`src/rtl/des_round_ctrl.sv`:
```
// Iterative DES engine: one Feistel round per clock, one block in flight, valid/ready on both sides.
// Optional build macro DES_DECRYPT_EN adds the in_decrypt port and the reverse key schedule.

module des_f_block (
  input  logic [47:0] key_i,
  input  logic [31:0] half_i,
  output logic [31:0] f_o
);

  localparam int E_T [48] = '{
    32,  1,  2,  3,  4,  5,  4,  5,  6,  7,  8,  9,
     8,  9, 10, 11, 12, 13, 12, 13, 14, 15, 16, 17,
    16, 17, 18, 19, 20, 21, 20, 21, 22, 23, 24, 25,
    24, 25, 26, 27, 28, 29, 28, 29, 30, 31, 32,  1};

  localparam int P_T [32] = '{
    16,  7, 20, 21, 29, 12, 28, 17,  1, 15, 23, 26,  5, 18, 31, 10,
     2,  8, 24, 14, 32, 27,  3,  9, 19, 13, 30,  6, 22, 11,  4, 25};

  // Flattened S1..S8, 64 entries each, row-major (row = b1b6, column = b2..b5).
  localparam bit [3:0] SBOX [512] = '{
    14,  4, 13,  1,  2, 15, 11,  8,  3, 10,  6, 12,  5,  9,  0,  7,
     0, 15,  7,  4, 14,  2, 13,  1, 10,  6, 12, 11,  9,  5,  3,  8,
     4,  1, 14,  8, 13,  6,  2, 11, 15, 12,  9,  7,  3, 10,  5,  0,
    15, 12,  8,  2,  4,  9,  1,  7,  5, 11,  3, 14, 10,  0,  6, 13,
    15,  1,  8, 14,  6, 11,  3,  4,  9,  7,  2, 13, 12,  0,  5, 10,
     3, 13,  4,  7, 15,  2,  8, 14, 12,  0,  1, 10,  6,  9, 11,  5,
     0, 14,  7, 11, 10,  4, 13,  1,  5,  8, 12,  6,  9,  3,  2, 15,
    13,  8, 10,  1,  3, 15,  4,  2, 11,  6,  7, 12,  0,  5, 14,  9,
    10,  0,  9, 14,  6,  3, 15,  5,  1, 13, 12,  7, 11,  4,  2,  8,
    13,  7,  0,  9,  3,  4,  6, 10,  2,  8,  5, 14, 12, 11, 15,  1,
    13,  6,  4,  9,  8, 15,  3,  0, 11,  1,  2, 12,  5, 10, 14,  7,
     1, 10, 13,  0,  6,  9,  8,  7,  4, 15, 14,  3, 11,  5,  2, 12,
     7, 13, 14,  3,  0,  6,  9, 10,  1,  2,  8,  5, 11, 12,  4, 15,
    13,  8, 11,  5,  6, 15,  0,  3,  4,  7,  2, 12,  1, 10, 14,  9,
    10,  6,  9,  0, 12, 11,  7, 13, 15,  1,  3, 14,  5,  2,  8,  4,
     3, 15,  0,  6, 10,  1, 13,  8,  9,  4,  5, 11, 12,  7,  2, 14,
     2, 12,  4,  1,  7, 10, 11,  6,  8,  5,  3, 15, 13,  0, 14,  9,
    14, 11,  2, 12,  4,  7, 13,  1,  5,  0, 15, 10,  3,  9,  8,  6,
     4,  2,  1, 11, 10, 13,  7,  8, 15,  9, 12,  5,  6,  3,  0, 14,
    11,  8, 12,  7,  1, 14,  2, 13,  6, 15,  0,  9, 10,  4,  5,  3,
    12,  1, 10, 15,  9,  2,  6,  8,  0, 13,  3,  4, 14,  7,  5, 11,
    10, 15,  4,  2,  7, 12,  9,  5,  6,  1, 13, 14,  0, 11,  3,  8,
     9, 14, 15,  5,  2,  8, 12,  3,  7,  0,  4, 10,  1, 13, 11,  6,
     4,  3,  2, 12,  9,  5, 15, 10, 11, 14,  1,  7,  6,  0,  8, 13,
     4, 11,  2, 14, 15,  0,  8, 13,  3, 12,  9,  7,  5, 10,  6,  1,
    13,  0, 11,  7,  4,  9,  1, 10, 14,  3,  5, 12,  2, 15,  8,  6,
     1,  4, 11, 13, 12,  3,  7, 14, 10, 15,  6,  8,  0,  5,  9,  2,
     6, 11, 13,  8,  1,  4, 10,  7,  9,  5,  0, 15, 14,  2,  3, 12,
    13,  2,  8,  4,  6, 15, 11,  1, 10,  9,  3, 14,  5,  0, 12,  7,
     1, 15, 13,  8, 10,  3,  7,  4, 12,  5,  6, 11,  0, 14,  9,  2,
     7, 11,  4,  1,  9, 12, 14,  2,  0,  6, 10, 13, 15,  3,  5,  8,
     2,  1, 14,  7,  4, 10,  8, 13, 15, 12,  9,  0,  3,  5,  6, 11};

  logic [47:0] x;
  logic [31:0] s_out;
  logic [5:0]  chunk;

  always_comb begin
    x     = '0;
    s_out = '0;
    chunk = '0;
    f_o   = '0;
    for (int j = 1; j <= 48; j++) x[48-j] = half_i[32-E_T[j-1]];
    x = x ^ key_i;
    for (int b = 0; b < 8; b++) begin
      chunk = x[47-6*b -: 6];
      s_out[31-4*b -: 4] = SBOX[b*64 + int'({chunk[5], chunk[0]})*16 + int'(chunk[4:1])];
    end
    for (int j = 1; j <= 32; j++) f_o[32-j] = s_out[32-P_T[j-1]];
  end

endmodule

module des_round_ctrl #(
  parameter int NUM_ROUNDS = 16
) (
  input  logic        clk,
  input  logic        rst_n,
  input  logic        in_valid,
  output logic        in_ready,
  input  logic [63:0] in_data,
  input  logic [63:0] in_key,
`ifdef DES_DECRYPT_EN
  input  logic        in_decrypt,
`endif
  output logic        out_valid,
  input  logic        out_ready,
  output logic [63:0] out_data,
  output logic        busy
);

  localparam logic [3:0] LAST_RND = 4'(NUM_ROUNDS - 1);

  localparam int IP_T [64] = '{
    58, 50, 42, 34, 26, 18, 10,  2, 60, 52, 44, 36, 28, 20, 12,  4,
    62, 54, 46, 38, 30, 22, 14,  6, 64, 56, 48, 40, 32, 24, 16,  8,
    57, 49, 41, 33, 25, 17,  9,  1, 59, 51, 43, 35, 27, 19, 11,  3,
    61, 53, 45, 37, 29, 21, 13,  5, 63, 55, 47, 39, 31, 23, 15,  7};

  localparam int FP_T [64] = '{
    40,  8, 48, 16, 56, 24, 64, 32, 39,  7, 47, 15, 55, 23, 63, 31,
    38,  6, 46, 14, 54, 22, 62, 30, 37,  5, 45, 13, 53, 21, 61, 29,
    36,  4, 44, 12, 52, 20, 60, 28, 35,  3, 43, 11, 51, 19, 59, 27,
    34,  2, 42, 10, 50, 18, 58, 26, 33,  1, 41,  9, 49, 17, 57, 25};

  localparam int PC1_T [56] = '{
    57, 49, 41, 33, 25, 17,  9,  1, 58, 50, 42, 34, 26, 18,
    10,  2, 59, 51, 43, 35, 27, 19, 11,  3, 60, 52, 44, 36,
    63, 55, 47, 39, 31, 23, 15,  7, 62, 54, 46, 38, 30, 22,
    14,  6, 61, 53, 45, 37, 29, 21, 13,  5, 28, 20, 12,  4};

  localparam int PC2_T [48] = '{
    14, 17, 11, 24,  1,  5,  3, 28, 15,  6, 21, 10,
    23, 19, 12,  4, 26,  8, 16,  7, 27, 20, 13,  2,
    41, 52, 31, 37, 47, 55, 30, 40, 51, 45, 33, 48,
    44, 49, 39, 56, 34, 53, 46, 42, 50, 36, 29, 32};

  function automatic logic [63:0] ip_f(input logic [63:0] x);
    logic [63:0] y;
    y = '0;
    for (int j = 1; j <= 64; j++) y[64-j] = x[64-IP_T[j-1]];
    return y;
  endfunction

  function automatic logic [63:0] fp_f(input logic [63:0] x);
    logic [63:0] y;
    y = '0;
    for (int j = 1; j <= 64; j++) y[64-j] = x[64-FP_T[j-1]];
    return y;
  endfunction

  function automatic logic [55:0] pc1_f(input logic [63:0] x);
    logic [55:0] y;
    y = '0;
    for (int j = 1; j <= 56; j++) y[56-j] = x[64-PC1_T[j-1]];
    return y;
  endfunction

  function automatic logic [47:0] pc2_f(input logic [55:0] x);
    logic [47:0] y;
    y = '0;
    for (int j = 1; j <= 48; j++) y[48-j] = x[56-PC2_T[j-1]];
    return y;
  endfunction

  // Rounds 1, 2, 9 and 16 shift by one; all others by two.
  function automatic logic dbl_shift_f(input logic [3:0] idx);
    return !(idx == 4'd0 || idx == 4'd1 || idx == 4'd8 || idx == 4'd15);
  endfunction

  typedef enum logic [1:0] {IDLE, ROUND, DONE} state_t;

  state_t      state_q, state_d;
  logic [3:0]  round_cnt_q, round_cnt_d;
  logic [31:0] l_q, l_d, r_q, r_d;
  logic [27:0] c_q, c_d, d_q, d_d;
  logic [63:0] out_data_q, out_data_d;
  logic        mode_q;

  logic [27:0] c_rotl, d_rotl, c_next, d_next;
  logic [47:0] round_key;
  logic [31:0] f_out, l_new, r_new;
  logic [63:0] ip_in;
  logic [55:0] pc1_in;
  logic        unused_key_parity;

  assign unused_key_parity = ^{in_key[56], in_key[48], in_key[40], in_key[32],
                               in_key[24], in_key[16], in_key[8], in_key[0]};

  assign c_rotl = dbl_shift_f(round_cnt_q) ? {c_q[25:0], c_q[27:26]} : {c_q[26:0], c_q[27]};
  assign d_rotl = dbl_shift_f(round_cnt_q) ? {d_q[25:0], d_q[27:26]} : {d_q[26:0], d_q[27]};

`ifdef DES_DECRYPT_EN
  logic        mode_d;
  logic [3:0]  dec_idx;
  logic [27:0] c_rotr, d_rotr;

  // Decrypt walks the schedule backwards: use the current C||D, then undo shift s[17-i].
  assign dec_idx = 4'd15 - round_cnt_q;
  assign c_rotr  = dbl_shift_f(dec_idx) ? {c_q[1:0], c_q[27:2]} : {c_q[0], c_q[27:1]};
  assign d_rotr  = dbl_shift_f(dec_idx) ? {d_q[1:0], d_q[27:2]} : {d_q[0], d_q[27:1]};

  always_comb begin
    if (mode_q) begin
      round_key = pc2_f({c_q, d_q});
      c_next    = c_rotr;
      d_next    = d_rotr;
    end else begin
      round_key = pc2_f({c_rotl, d_rotl});
      c_next    = c_rotl;
      d_next    = d_rotl;
    end
  end

  assign mode_d = (state_q == IDLE && in_valid) ? in_decrypt : mode_q;

  always_ff @(posedge clk or negedge rst_n) begin
    if (!rst_n) mode_q <= 1'b0;
    else        mode_q <= mode_d;
  end
`else
  assign mode_q    = 1'b0;
  assign round_key = pc2_f({c_rotl, d_rotl});
  assign c_next    = c_rotl;
  assign d_next    = d_rotl;
`endif

  des_f_block u_f_block (
    .key_i  (round_key),
    .half_i (r_q),
    .f_o    (f_out)
  );

  assign l_new  = r_q;
  assign r_new  = l_q ^ f_out;
  assign ip_in  = ip_f(in_data);
  assign pc1_in = pc1_f(in_key);

  always_comb begin
    state_d     = state_q;
    round_cnt_d = round_cnt_q;
    l_d         = l_q;
    r_d         = r_q;
    c_d         = c_q;
    d_d         = d_q;
    out_data_d  = out_data_q;
    case (state_q)
      IDLE: begin
        if (in_valid) begin
          state_d     = ROUND;
          round_cnt_d = 4'd0;
          {l_d, r_d}  = ip_in;
          {c_d, d_d}  = pc1_in;
        end
      end
      ROUND: begin
        l_d = l_new;
        r_d = r_new;
        c_d = c_next;
        d_d = d_next;
        if (round_cnt_q == LAST_RND) begin
          state_d    = DONE;
          out_data_d = fp_f({r_new, l_new});
        end else begin
          round_cnt_d = round_cnt_q + 4'd1;
        end
      end
      DONE: begin
        if (out_ready) state_d = IDLE;
      end
      default: state_d = IDLE;
    endcase
  end

  always_ff @(posedge clk or negedge rst_n) begin
    if (!rst_n) begin
      state_q     <= IDLE;
      round_cnt_q <= 4'd0;
      l_q         <= '0;
      r_q         <= '0;
      c_q         <= '0;
      d_q         <= '0;
      out_data_q  <= '0;
    end else begin
      state_q     <= state_d;
      round_cnt_q <= round_cnt_d;
      l_q         <= l_d;
      r_q         <= r_d;
      c_q         <= c_d;
      d_q         <= d_d;
      out_data_q  <= out_data_d;
    end
  end

  assign in_ready  = (state_q == IDLE);
  assign busy      = (state_q == ROUND) || (state_q == DONE);
  assign out_valid = (state_q == DONE);
  assign out_data  = out_data_q;

endmodule

```
`config.mk`:
```
export PLATFORM = sky130hd
export DESIGN_NAME = des_round_ctrl
export DESIGN_NICKNAME = d
export VERILOG_FILES = /design/src/rtl/des_round_ctrl.sv
export SDC_FILE = /design/constraint.sdc
export NUM_CORES = 1
export LEC_CHECK = 0
export CORE_MARGIN = 4
export CORE_UTILIZATION = 57
export DETAILED_ROUTE_END_ITERATION = 12
export PLACE_DENSITY = 0.82
export SLEW_MARGIN = 25
export SYNTH_ARGS = -nofsm -noshare
export SYNTH_HDL_FRONTEND = slang
export SYNTH_HIERARCHICAL = 1
export SYNTH_SLANG_ARGS = --single-unit
```
`constraint.sdc`:
```
create_clock -name clk -period 5.6 [get_ports clk]
set_input_delay 1.12 -clock clk [delete_from_list [all_inputs] [get_ports clk]]
set_output_delay 1.12 -clock clk [all_outputs]
set_load 0.05 [all_outputs]
```
Yosys cells after proc, flatten, opt, wreduce, memory -nomap -nowiden:

Memories as Yosys holds them, arrays and structs flattened.
Index checks and enable logic that the tools add are counted.

* register bits after elaboration: 190
* latch bits: 0
* bits in writable memories: 0
* ROM bits: 16384
* input port bits: 132
* output and inout bits: 67
* logic and storage cells: 102
* memories kept: 8

Memory list
* (name not given): depth 512, bits a word 4, rd ports 1, clocked after Yosys merged registers in 0, write ports 0, RTL line 68 `s_out[31-4*b -: 4] = SBOX[b*64 + int'({chunk[5], chunk[0]})*16 + int'(chunk[4:1])];`
* (name not given): depth 512, bits a word 4, rd ports 1, clocked after Yosys merged registers in 0, write ports 0, RTL line 68
* (name not given): depth 512, bits a word 4, rd ports 1, clocked after Yosys merged registers in 0, write ports 0, RTL line 68
* (name not given): depth 512, bits a word 4, rd ports 1, clocked after Yosys merged registers in 0, write ports 0, RTL line 68
* (name not given): depth 512, bits a word 4, rd ports 1, clocked after Yosys merged registers in 0, write ports 0, RTL line 68
* (name not given): depth 512, bits a word 4, rd ports 1, clocked after Yosys merged registers in 0, write ports 0, RTL line 68
* +2 memories

* add/subtract/negate cells: 16
* multiply operators: 0
* div/mod/pow operators: 0
* $lt $le $gt $ge: 8
* equality and inequality tests: 9
* shift-type cells: 0
* muxes and demuxes: 33
* bitwise gates (word level): 10
* reduce and logical (&&, ||, !) cells: 11

Operators with widths (count)
* >= comparator 32 x 10 -> 1 bit (second input constant): 8
* NOT 32 bit: 8
* adder 32 x 5 -> 32 bit: 7
* case mux 32 bit (2 select lines): 2
* two-way mux 28 bit: 4
* case mux 28 bit (2 select lines): 2
* two-way mux 4 bit: 18
* two-way mux 32 bit: 2
* XOR 48 bit: 1
* adder 9 x 6 -> 10 bit (first input constant): 4
* XOR 32 bit: 1
* adder 8 x 6 -> 9 bit (first input constant): 2
* adder 7 x 6 -> 8 bit (first input constant): 1
* equality test 4 bit (second input constant): 2
* case mux 4 bit (2 select lines): 1
* adder 6 x 4 -> 7 bit: 1
* two-way mux 2 bit: 3
* inequality test 2 bit (second input constant): 3
* case mux 2 bit (3 select lines): 1
* AND reduction 3 bit: 2
* adder 4 x 1 -> 4 bit (second input constant): 1
* equality test 4 x 1 -> 1 bit (second input constant): 1
* logical NOT 4 bit: 1
* logical OR 1 bit: 4
* other kinds (6): 7

Depth between registers and ports, before layout:

Gate-level depths: netlist of run 1.

* word-level depth: 14
* mapped depth: 19
* gate-level depth less buffers: 16

Cells and area by module:

Netlist of run 1, hierarchy kept.

By module, submodules not included
* des_round_ctrl: instances 1, cells an instance 978, area each 10114.7 sq um, seq. area each 4754.6 sq um
* des_f_block: instances 1, cells an instance 662, area each 5217.5 sq um, seq. area each 0.0 sq um

Worst setup path before layout of run 1:

Ideal clock, no wire load.

* path kind: register -> register
* start point: register round_cnt_q[0]
* end point: register r_q[30] (netlist: l_new[30])
* setup time: 0.104 ns
* arrival time: 3.821 ns
* required time: 5.496 ns
* setup slack: 1.675 ns
* stages on the path, launching flop included: 15
* path buffers: 2
* period minus slack after synthesis: 3.925 ns
* path through: dfrtp_1 ha_1 nand2_1 a22oi_2 buf_6 buf_12 mux2_4 xor2_1 clkinv_1 ha_1 o32ai_1 nor2_1 mux4_2 xnor2_1 a221oi_1

* elaborated cells between the ends (all ways): 17
* classes of those cells: add/sub: 2; eq/ne: 3; mux: 4; bitwise: 3; reduce/logical: 4; memory: 1

RTL lines
* start, declared: RTL line 155 `logic [3:0] round_cnt_q, round_cnt_d;`
* start signal, assigned: RTL line 267 `round_cnt_q <= round_cnt_d;`
* equality test 4 x 1 -> 1 bit or logical NOT 4 bit (tied branches): RTL line 149 `return !(idx == 4'd0 || idx == 4'd1 || idx == 4'd8 || idx == 4'd15);`
* logical OR 1 bit (2 in series): RTL line 149
* logical OR 1 bit *: RTL line 149
* two-way mux 28 bit *: RTL line 171 `assign c_rotl = dbl_shift_f(round_cnt_q) ? {c_q[25:0], c_q[27:26]} : {c_q[26:0], c_q[27]};`
* via c_next[7]: RTL line 161 `logic [27:0] c_rotl, d_rotl, c_next, d_next;`
* XOR 48 bit *: RTL line 65 `x = x ^ key_i;`
* adder 32 x 5 -> 32 bit *: RTL line 68
* NOT 32 bit (implied by the code) *: RTL line 68
* memory (512 x 4 bit) *
* two-way mux 4 bit (implied by the code) * (2 in series): RTL line 68
* via f_out[30]: RTL line 163 `logic [31:0] f_out, l_new, r_new;`
* XOR 32 bit *: RTL line 216 `assign r_new = l_q ^ f_out;`
* case mux 32 bit (2 select lines) *: RTL line 228 `case (state_q)`
* end signal, assigned: RTL line 269 `r_q <= r_d;`
* end, declared: RTL line 156 `logic [31:0] l_q, l_d, r_q, r_d;`

The timed path passes the listed nets; every way through them passes the cells marked *. The select of a mux whose other input is x is not followed.
A chain may end at the register's enable or synchronous reset.

Worst setup path after layout of run 1:

* start point: register round_cnt_q[0]
* end point: register r_q[12] (netlist: l_new[12])

The elaborated chain is that of the path after synthesis.

==> results of run 1 <==
## logic make-up (layout without fill, tap and decap cells)
family                   count (synthesis)  count (layout)
flip-flops                             190             190
adder cells (fa/ha/maj)                 70              70
AND/OR/NAND/NOR                        337             337
buffers and inverters                  181             312
AO/OA/AOI/OAI                          544             544
XOR/XNOR                               127             127
multiplexers                           191             191
## final timing paths
| check | start | to | depth (start not counted) |
|---|---|---|---|
| min in group asynchronous | rst_n | out_data[19]$_DFFE_PN0P_ | 1 |
| max in group asynchronous | rst_n | c_q[8]$_DFFE_PN0P_ | 2 |
| hold reg to reg | out_data[14]$_DFFE_PN0P_ | out_data[14]$_DFFE_PN0P_ | 2 |
| hold / removal | out_data[14]$_DFFE_PN0P_ | out_data[14]$_DFFE_PN0P_ | 2 |
| setup / recovery | round_cnt_q[0]$_DFFE_PN0P_ | l_new[12]$_DFFE_PN0P_ | 15 |
| setup reg to reg | round_cnt_q[0]$_DFFE_PN0P_ | l_new[12]$_DFFE_PN0P_ | 15 |
## Yosys cell counts, drive strengths merged, types with 3 or more instances
master and n:
o2111ai 4, nand2 163, o22ai 87, xor2 69, clkinv 3, buf 51
nand3 22, a31oi 21, nor2b 4, xnor2 58, mux4 31, o211ai 20
inv 50, o21ai 97, mux2i 47, clkbuf 77, a21boi 3, a211oi 22
nor3 20, a221oi 11, a311oi 6, a22oi 5, o311ai 7, o31ai 4
nor2 66, o32ai 5, ha 70, o211a 3, a21oi 123, nand3b 51
mux2 113, a21o 54, a32oi 49, dfrtp 190
## critical path, stage by stage, from the launching register on
cell and delay [ns]:
sky130_fd_sc_hd__dfrtp_1 0.43, sky130_fd_sc_hd__ha_1 0.26, sky130_fd_sc_hd__nand2_1 0.09, sky130_fd_sc_hd__a22oi_2 0.24, sky130_fd_sc_hd__buf_12 0.35, sky130_fd_sc_hd__mux2_4 0.35, sky130_fd_sc_hd__xor2_1 0.73, sky130_fd_sc_hd__inv_1 0.30
sky130_fd_sc_hd__ha_1 0.27, sky130_fd_sc_hd__inv_1 0.06, sky130_fd_sc_hd__mux2i_1 0.09, sky130_fd_sc_hd__mux4_2 0.50, sky130_fd_sc_hd__o21ai_1 0.37, sky130_fd_sc_hd__xor2_1 0.24, sky130_fd_sc_hd__o22ai_1 0.09, sky130_fd_sc_hd__a21oi_1 0.15
## cell type report
type                            count  area, um^2
Inverter                           53         199
Clock inverter                     14         196
Sequential cell                   190        4750
Timing Repair Buffer              227        2230
Clock buffer                       18         439
Fill cell                        2061        8200
Multi-Input combinational cell   1269        9850
Tap cell                          335         419
## registers in the layout, indices dropped and copies added (netlist names)
register / cells
l_new: 32
c_q: 28
out_data: 64
d_q: 28
round_cnt_q: 4
l_q: 32
state_q: 2
## stage by stage
step | cells | setup WS [ns] | hold slack, ns | util
finish | 2106 | 0.936 | 0.499 | 0.688
global route | 2106 | 0.639 | 0.513 | 0.688
CTS | 2106 | 0.960 | 0.506 | 0.687
detailed placement | 2074 | 0.973 | 0.489 | 0.663
global placement | 2073 | 1.04 | 0.481 | 0.662
floorplan | 1640 | 1.68 | 0.489 | -
## layer usage
metal	vias up	global-route usage	share of wire
met5	-	0	0
met2	724	0.473	0.46
met1	6876	0.450	0.43
li1	6337	-	-
met3	66	0.0416	0.091
met4	0	0.0660	0.018
==> impl_metrics.toml, run 1 <==
[place]
globalplace.congestion = 0.971
dp_hpwl_mm = 31.7
numPortBuffers = 190
post_place_instance_area_um2 = 17400

[clock_network]
cts_tree = "done"
cts-htree-levels = 4
ctsLongestPathBuffers = 2
cts.clk_slew.worst_paths_ns = 0.08
cts_setup_buffers = 0
hold_buffers = 0
cts_sinks = 190
insertion_delay_ns = 0.44
cts_buf_count = 17
postCtsResizedCells = 0
clk_root_buf = "sky130_fd_sc_hd__clkbuf_16"

[global_routing]
grt.total_usage = 0.302
grt_pass1_vias = 12900
grt_pass1_wl_mm = 71.9
grt_antenna_before_repair = 0
grt_max_degree = 119
grt-ovfl-total = 0

[final_layout]
antenna-diode-count = 0
finish.net_count = 1960
layout_commonest_cell = "sky130_fd_sc_hd__dfrtp_1"
most-common-layout-cells = "sky130_fd_sc_hd__dfrtp_1, sky130_fd_sc_hd__clkdlybuf4s50_1, sky130_fd_sc_hd__nand2_1"
finish.instance_area_um2 = 18100
layout-area-overhead-vs-synth_pct = 17.9
drive_gt1_frac = 0.138

[die]
starting_density = 0.583
die-width_um = 172
die_area_um2 = 29600
coreArea_um2 = 26300
die-height_um = 172
pin_count = 199
rows = 59

[logic_synthesis]
synthDistinctLibCells = 72
adder_and_majority_cell_fraction_of_the_synthesized_area = 0.0571
post_synth_and_or_nand_nor_area_fraction = 0.101
synth_edf_count = 0
sequential_fraction_of_the_synthesis_area = 0.310
post_synth.cell_area_avg_um2 = 9.35
synth_seq_cells = 190
synth_compound_gate_area_share = 0.232
synth_top_area_cell = "sky130_fd_sc_hd__dfrtp_1"
synthCells = 1640
synth_xor_area_frac = 0.0804
synth_top_family_by_area = "compound AO/OA/AOI/OAI gates"
synth_async_sr_flop_share = 1.00
synth.net_count = 1842
yosys_warnings = 6
synth_top_area_frac = 0.310
yosys-top-cells-area = "sky130_fd_sc_hd__dfrtp_1, sky130_fd_sc_hd__mux2_2, sky130_fd_sc_hd__ha_1"
syn-cell-area_um2 = 15300
post_synth_mux_area_share = 0.167
synth_top_flop_cell = "sky130_fd_sc_hd__dfrtp_1"

[flow_run]
drv.max_cap_violation_count = 0

[timing]
finClkSkew_ns = 0.0123
timing.setup.tns_ns = 0
unrepaired_setup_endpoints_after_global_routing = "false"
fin_crit_sh = 0.833
worst_rel_slew_slack = 0.342
report.final.setup_viol = 0
final_period_minus_worst_setup_slack_ns = 4.66
timing_worst_slew_pin_value_ns = 0.980
achievable-frequency_mhz = 214
final-hold-violation-count = 0
drv_slew = 0

[status]
outcome = "finished, final reports clean"

[critical_path]
crit_required_ns = 5.96
worst_setup_path_start_kind = "register"
reg2reg_slack_ns = 0.94
worstSetupEndpointType = "register"
max_fo_critical_path = 56
worstPathArrival_ns = 5.02
critical_path_class = "register to register"

[drt]
drt-initial-drc-count = 1931
dr_total_vias = 14000
antenna_left = 0
routed_via_density = 6.65
detail_route.wl_per_cell_um = 21.9
detail_route.first_pass.iterations = 6
detail_route.wirelength_mm = 46.0
drc = 0

[hold_path]
hold_path.class = "register to register"
Power of run 1 is not shown: default switching activity piles up to over one toggle a cycle in this logic, so the estimate is an artifact.
==> run 2, diff against run 1 <==
CORE_UTILIZATION = 52   (was 57)
PLACE_DENSITY = 0.79   (was 0.82)
clock period = 4.2 ns   (was 5.6 ns; I/O delays follow)
==> run 2 against run 1 <==
Clock skew increased by 0.0075 ns. Fmax increased by 13%. Register-to-register slack got worse by 0.85 ns. Die area increased by 9.2%. Global-route usage decreased by 1.6 points. Critical endpoint is now out_data[28]$_DFFE_PN0P_.
==> impl_metrics.toml, run 2 (synthesized netlist as in run 1, its figures left out) <==
[final_layout]
multi_input_logic_area_um2 = 9860
layout_commonest_cell = "sky130_fd_sc_hd__dfrtp_1"
final-seq-area_um2 = 4750
most-common-layout-cells = "sky130_fd_sc_hd__dfrtp_1, sky130_fd_sc_hd__clkdlybuf4s50_1, sky130_fd_sc_hd__nand2_1"
flip_flop_count_of_the_largest_register_after_layout = 64
antenna-diode-count = 0
drive_gt1_frac = 0.174
finish.net_count = 2031
num-fill-cells = 2373
layout-area-overhead-vs-synth_pct = 21.5

[drt]
drc = 0
routed_via_density = 6.41
detail_route.first_pass.iterations = 5
dr_total_vias = 14300
antenna_left = 0
detail_route.wl_per_cell_um = 21.6
drt-initial-drc-count = 1394
detail_route.wirelength_mm = 48.2

[die]
starting_density = 0.531
rows = 62
die_area_um2 = 32300
coreArea_um2 = 28900
pin_count = 199
die-width_um = 180
die-height_um = 180

[timing]
worst_rel_slew_slack = 0.321
fin_crit_sh = 0.979
timing_worst_slew_pin_value_ns = 1.02
postLayoutSetupSlackWorst_ns = 0.0894
finClkSkew_ns = 0.0198
report.final.setup_viol = 0
final-hold-violation-count = 0
achievable-frequency_mhz = 243
final_period_minus_worst_setup_slack_ns = 4.11
drv_slew = 0

[global_routing]
grt_max_degree = 103
grt_pass1_vias = 13600
grt_pass1_wl_mm = 75.8
grt_antenna_before_repair = 2
grt-ovfl-total = 0
grt.total_usage = 0.286

[critical_path]
reg2reg_slack_ns = 0.09
slowest_stage_cell_crit_path = "sky130_fd_sc_hd__mux4_2"
crit_required_ns = 4.55
reg2reg_launch_point = "round_cnt_q[0]$_DFFE_PN0P_"
setup.worst_path.start = "round_cnt_q[0]$_DFFE_PN0P_"
worstReg2RegEnd = "out_data[28]$_DFFE_PN0P_"
timing.critical_path.slowest_cell_delay_ns = 0.60
crit_top_cell = "sky130_fd_sc_hd__buf_12"
worstSetupEndpointType = "register"
worst_setup_path_start_kind = "register"
timing.reg2reg.worst_path_depth = 13
worstPathArrival_ns = 4.46
max_fo_critical_path = 16
critical_path_class = "register to register"
worstSetupEndpoint = "out_data[28]$_DFFE_PN0P_"
path_cells = "ha_2 -> nand2_1 -> a22oi_2 -> buf_12 -> buf_12 -> mux2_4 -> xnor2_4 -> inv_1 -> ha_1 -> mux4_1 -> mux4_2 -> xor2_2 -> mux2_2"

[clock_network]
cts_buf_count = 17
cts.clk_slew.worst_paths_ns = 0.09
hold_buffers = 0
ctsLongestPathBuffers = 2
insertion_delay_ns = 0.47
clk_root_buf = "sky130_fd_sc_hd__clkbuf_16"
cts_sinks = 190
cts-htree-levels = 4
cts_tree = "done"

[place]
numPortBuffers = 190
globalplace.congestion = 0.936
dp_hpwl_mm = 33.7
post-place-ws_ns = 0.103

[status]
outcome = "finished, final reports clean"

[hold_path]
hold_path.class = "primary input to asynchronous set/reset pin"

[flow_run]
drv.max_cap_violation_count = 0
run 2: metrics by stage:
step | area [um^2] | hold WS, ns | utilization | std cells | TNS (ns)
final | 18600 | 0.466 | 0.646 | 2226 | 0
after CTS | 18500 | 0.510 | 0.641 | 2215 | 0
after global routing | 18600 | 0.517 | 0.646 | 2226 | -0.00567
after floorplan | 15300 | 0.489 | - | 1640 | 0
after detailed placement | 17900 | 0.493 | 0.621 | 2183 | 0
after global placement | 17900 | 0.471 | 0.620 | 2182 | 0
run 2: cell type report:
cell class	count	area share
multi-input combinational	1269	0.529
sequential	190	0.255
timing repair buffer	298	0.148
tap	384	0.0258
clock buffer	17	0.0228
inverter	53	0.0109
clock inverter	15	0.00799
run 2: how the worst min path moves through the flow:
stage,startpoint,end,slack (ns),cells past startpoint
floorplan,l_q[9]$_DFFE_PN0P_,l_q[9]$_DFFE_PN0P_,0.49,2
global placement,out_data[30]$_DFFE_PN0P_,out_data[30]$_DFFE_PN0P_,0.47,2
detailed placement,out_data[22]$_DFFE_PN0P_,out_data[22]$_DFFE_PN0P_,0.49,2
CTS,out_data[34]$_DFFE_PN0P_,out_data[34]$_DFFE_PN0P_,0.51,1
global route,out_data[31]$_DFFE_PN0P_,out_data[31]$_DFFE_PN0P_,0.52,1
finish,rst_n,state_q[0]$_DFFE_PN0P_,0.47,1
run 2: what timing repair did:
action,CTS,global route
buffers inserted,0,11
resized for setup,0,8
setup endpoints to repair,0,43
endpoints found under the hold margin,0,0
run 2: worst max-delay path, delay by kind of cell, from the launching register on:
family / cells / cell delay (ns)
adders and majority gates: 2 / 0.50
xor gates and xnor gates: 2 / 0.48
buffers and inverters: 3 / 0.48
AOI/OAI and AO/OA: 1 / 0.24
and+or+nand+nor: 1 / 0.07
muxes: 4 / 1.77
DFF: 1 / 0.44
run 2: metal layers:
metal	share of wire	routed length, um	GRT usage	vias up
li1	-	-	-	6481
met1	0.43	20600	0.403	6977
met2	0.45	21600	0.434	710
met3	0.099	4770	0.0774	91
met4	0.023	1100	0.0866	4
met5	0.00056	27	0	-
Power of run 2 is left out for the same reason.
==> RTL change, RTL diff (config.mk and constraints of run 2) <==
Add an input register stage for `in_key`, without a reset; this delays it by one clock. The other inputs are not delayed to match.
--- a/src/rtl/des_round_ctrl.sv
+++ b/src/rtl/des_round_ctrl.sv
@@ -117,4 +117,10 @@
     44, 49, 39, 56, 34, 53, 46, 42, 50, 36, 29, 32};
 
+  logic [63:0] in_key_q;
+
+  always_ff @(posedge clk) begin
+    in_key_q <= in_key;
+  end
+
   function automatic logic [63:0] ip_f(input logic [63:0] x);
     logic [63:0] y;
@@ -166,6 +172,6 @@
   logic        unused_key_parity;
 
-  assign unused_key_parity = ^{in_key[56], in_key[48], in_key[40], in_key[32],
-                               in_key[24], in_key[16], in_key[8], in_key[0]};
+  assign unused_key_parity = ^{in_key_q[56], in_key_q[48], in_key_q[40], in_key_q[32],
+                               in_key_q[24], in_key_q[16], in_key_q[8], in_key_q[0]};
 
   assign c_rotl = dbl_shift_f(round_cnt_q) ? {c_q[25:0], c_q[27:26]} : {c_q[26:0], c_q[27]};
@@ -216,5 +222,5 @@
   assign r_new  = l_q ^ f_out;
   assign ip_in  = ip_f(in_data);
-  assign pc1_in = pc1_f(in_key);
+  assign pc1_in = pc1_f(in_key_q);
 
   always_comb begin
Function: not settled (the Yosys comparison gave no result); the edit may change what the design does.
==> RTL change against run 2 <==
  * Utilization is 1.2 points higher
  * Clock skew is 0.0035 ns lower
  * Design area is 9.1% higher
  * Routed wire length is 1.8% higher
  * Worst setup slack better by 0.10 ns
  * Sequential cell count is 56 higher
  * Global-route usage is 0.88 points lower
  * Fmax is 2.6% higher
  * Synthesized area is 7.2% higher
Power is left out: the tool's default activity adds up to more than one toggle a clock period on the data nets, which glitch-free logic cannot reach.
==> RTL change: results (changes against run 2) <==
- WL met3: 2.86 mm (was 4.77 mm)
- CTS clk-pin slew, worst paths: 0.06 ns (was 0.09 ns)
- Crit path max fanout: 20 (was 16)
- Clock latency on the worst-skew pair: 0.55 ns (was 0.47 ns)
- Post-DP HPWL: 33.8 mm (was 33.7 mm)
- FILL cells: 2,416 (was 2,373)
- Synth top cells by count: dfrtp_1 (190), nand2_1 (164), a21oi_1 (120) (was dfrtp_1 (190), nand2_1 (163), a21oi_1 (123))
- Met1 WL: 20.5 mm (was 20.6 mm)
- Highest Signal Layer: met4 (was met5)
- Adder-cell area share of the yosys netlist: 5.39% (was 5.71%)
- Post-route cell area: 20,300 sq um (was 18,600 sq um)
- Met2 Use GR: 46.3% (was 43.4%)
- Post-synthesis sequential area ratio: 35.7% (was 31.0%)
- Initial antenna violation count: 0 (was 2)
- Final Critical Period: 4.01 ns (was 4.11 ns)
- Reg-to-reg slack, setup: 0.19 ns (was 0.09 ns)
- Clock tree buffer depth: 3 (was 2)
- Gr usage total: 27.7% (was 28.6%)
- Layout cells sized above 1: 18.7% (was 17.4%)
- Synth cell types: 61 (was 72)
- Routability cong.: 0.937 (was 0.936)
- 1st-pass router iterations: 6 (was 5)
- Non-Filler Instances: 2,343 (was 2,226)
- Post-synthesis mux area share: 15.2% (was 16.7%)
- Syn Nets: 1,899 (was 1,842)
- H-Tree Depth: 1 (was 4)
- Post-Synth XOR/XNOR Area: 7.57% (was 8.04%)
- Delay-heaviest family, CP: compound AO/OA/AOI/OAI gates (was multiplexers)
- Status: finished, final reports clean (unchanged)
- Met1 Use GR: 38.0% (was 40.3%)
- Global-route wire length before repair: 78.2 mm (was 75.8 mm)
- Pre-CTS WS: 0.157 ns (was 0.103 ns)
- GR met3 Demand/Resource: 2.70% (was 7.74%)
- Largest cells by area after synthesis: dfrtp_1 (29%), dfxtp_1 (6.8%), mux2_2 (5.7%) (was dfrtp_1 (31%), mux2_2 (5.9%), ha_1 (5.7%))
- Iter 0 DRT Violations: 1,506 (was 1,394)
- Worst Reg-to-Reg Cells: 15 (was 13)
- Worst clock skew: 0.0163 ns (was 0.0198 ns)
- Avg Cell Area, Syn: 9.69 sq um (was 9.35 sq um)
- Hold slack final: 0.311 ns (was 0.466 ns)
- CP max stage cell: dfrtp_2 (was mux4_2)
==> RTL change: changes by cell type after synthesis, sizes merged, moves of 5 or more <==
cell           run 2  this run
clkbuf            77        69
dfxtp              0        56
mux2i             47        29
nand3b            51        60
nor2              66        72
nor3              20        28
o21a               2         7
o21ai             97       107
o22ai             87        77
xnor2             58        63
==> RTL change: layout make-up <==
type,count,share of cell area (%)
clock inverters,9,0.622
clock buffers,43,4.13
flip-flops and latches,246,28.9
multi-input cells,1278,48.5
inverters,54,0.997
repair buffers,317,14.4
well taps,396,2.44
==> RTL change: cell families (layout without fill, tap and decap cells) <==
group	count (synthesis)	count (layout)
xor gates and xnor gates	131	131
AOI/OAI and AO/OA	527	527
DFF	246	246
buffers and inverters	173	423
muxes	179	179
adders and majority gates	71	71
and+or+nand+nor	370	370
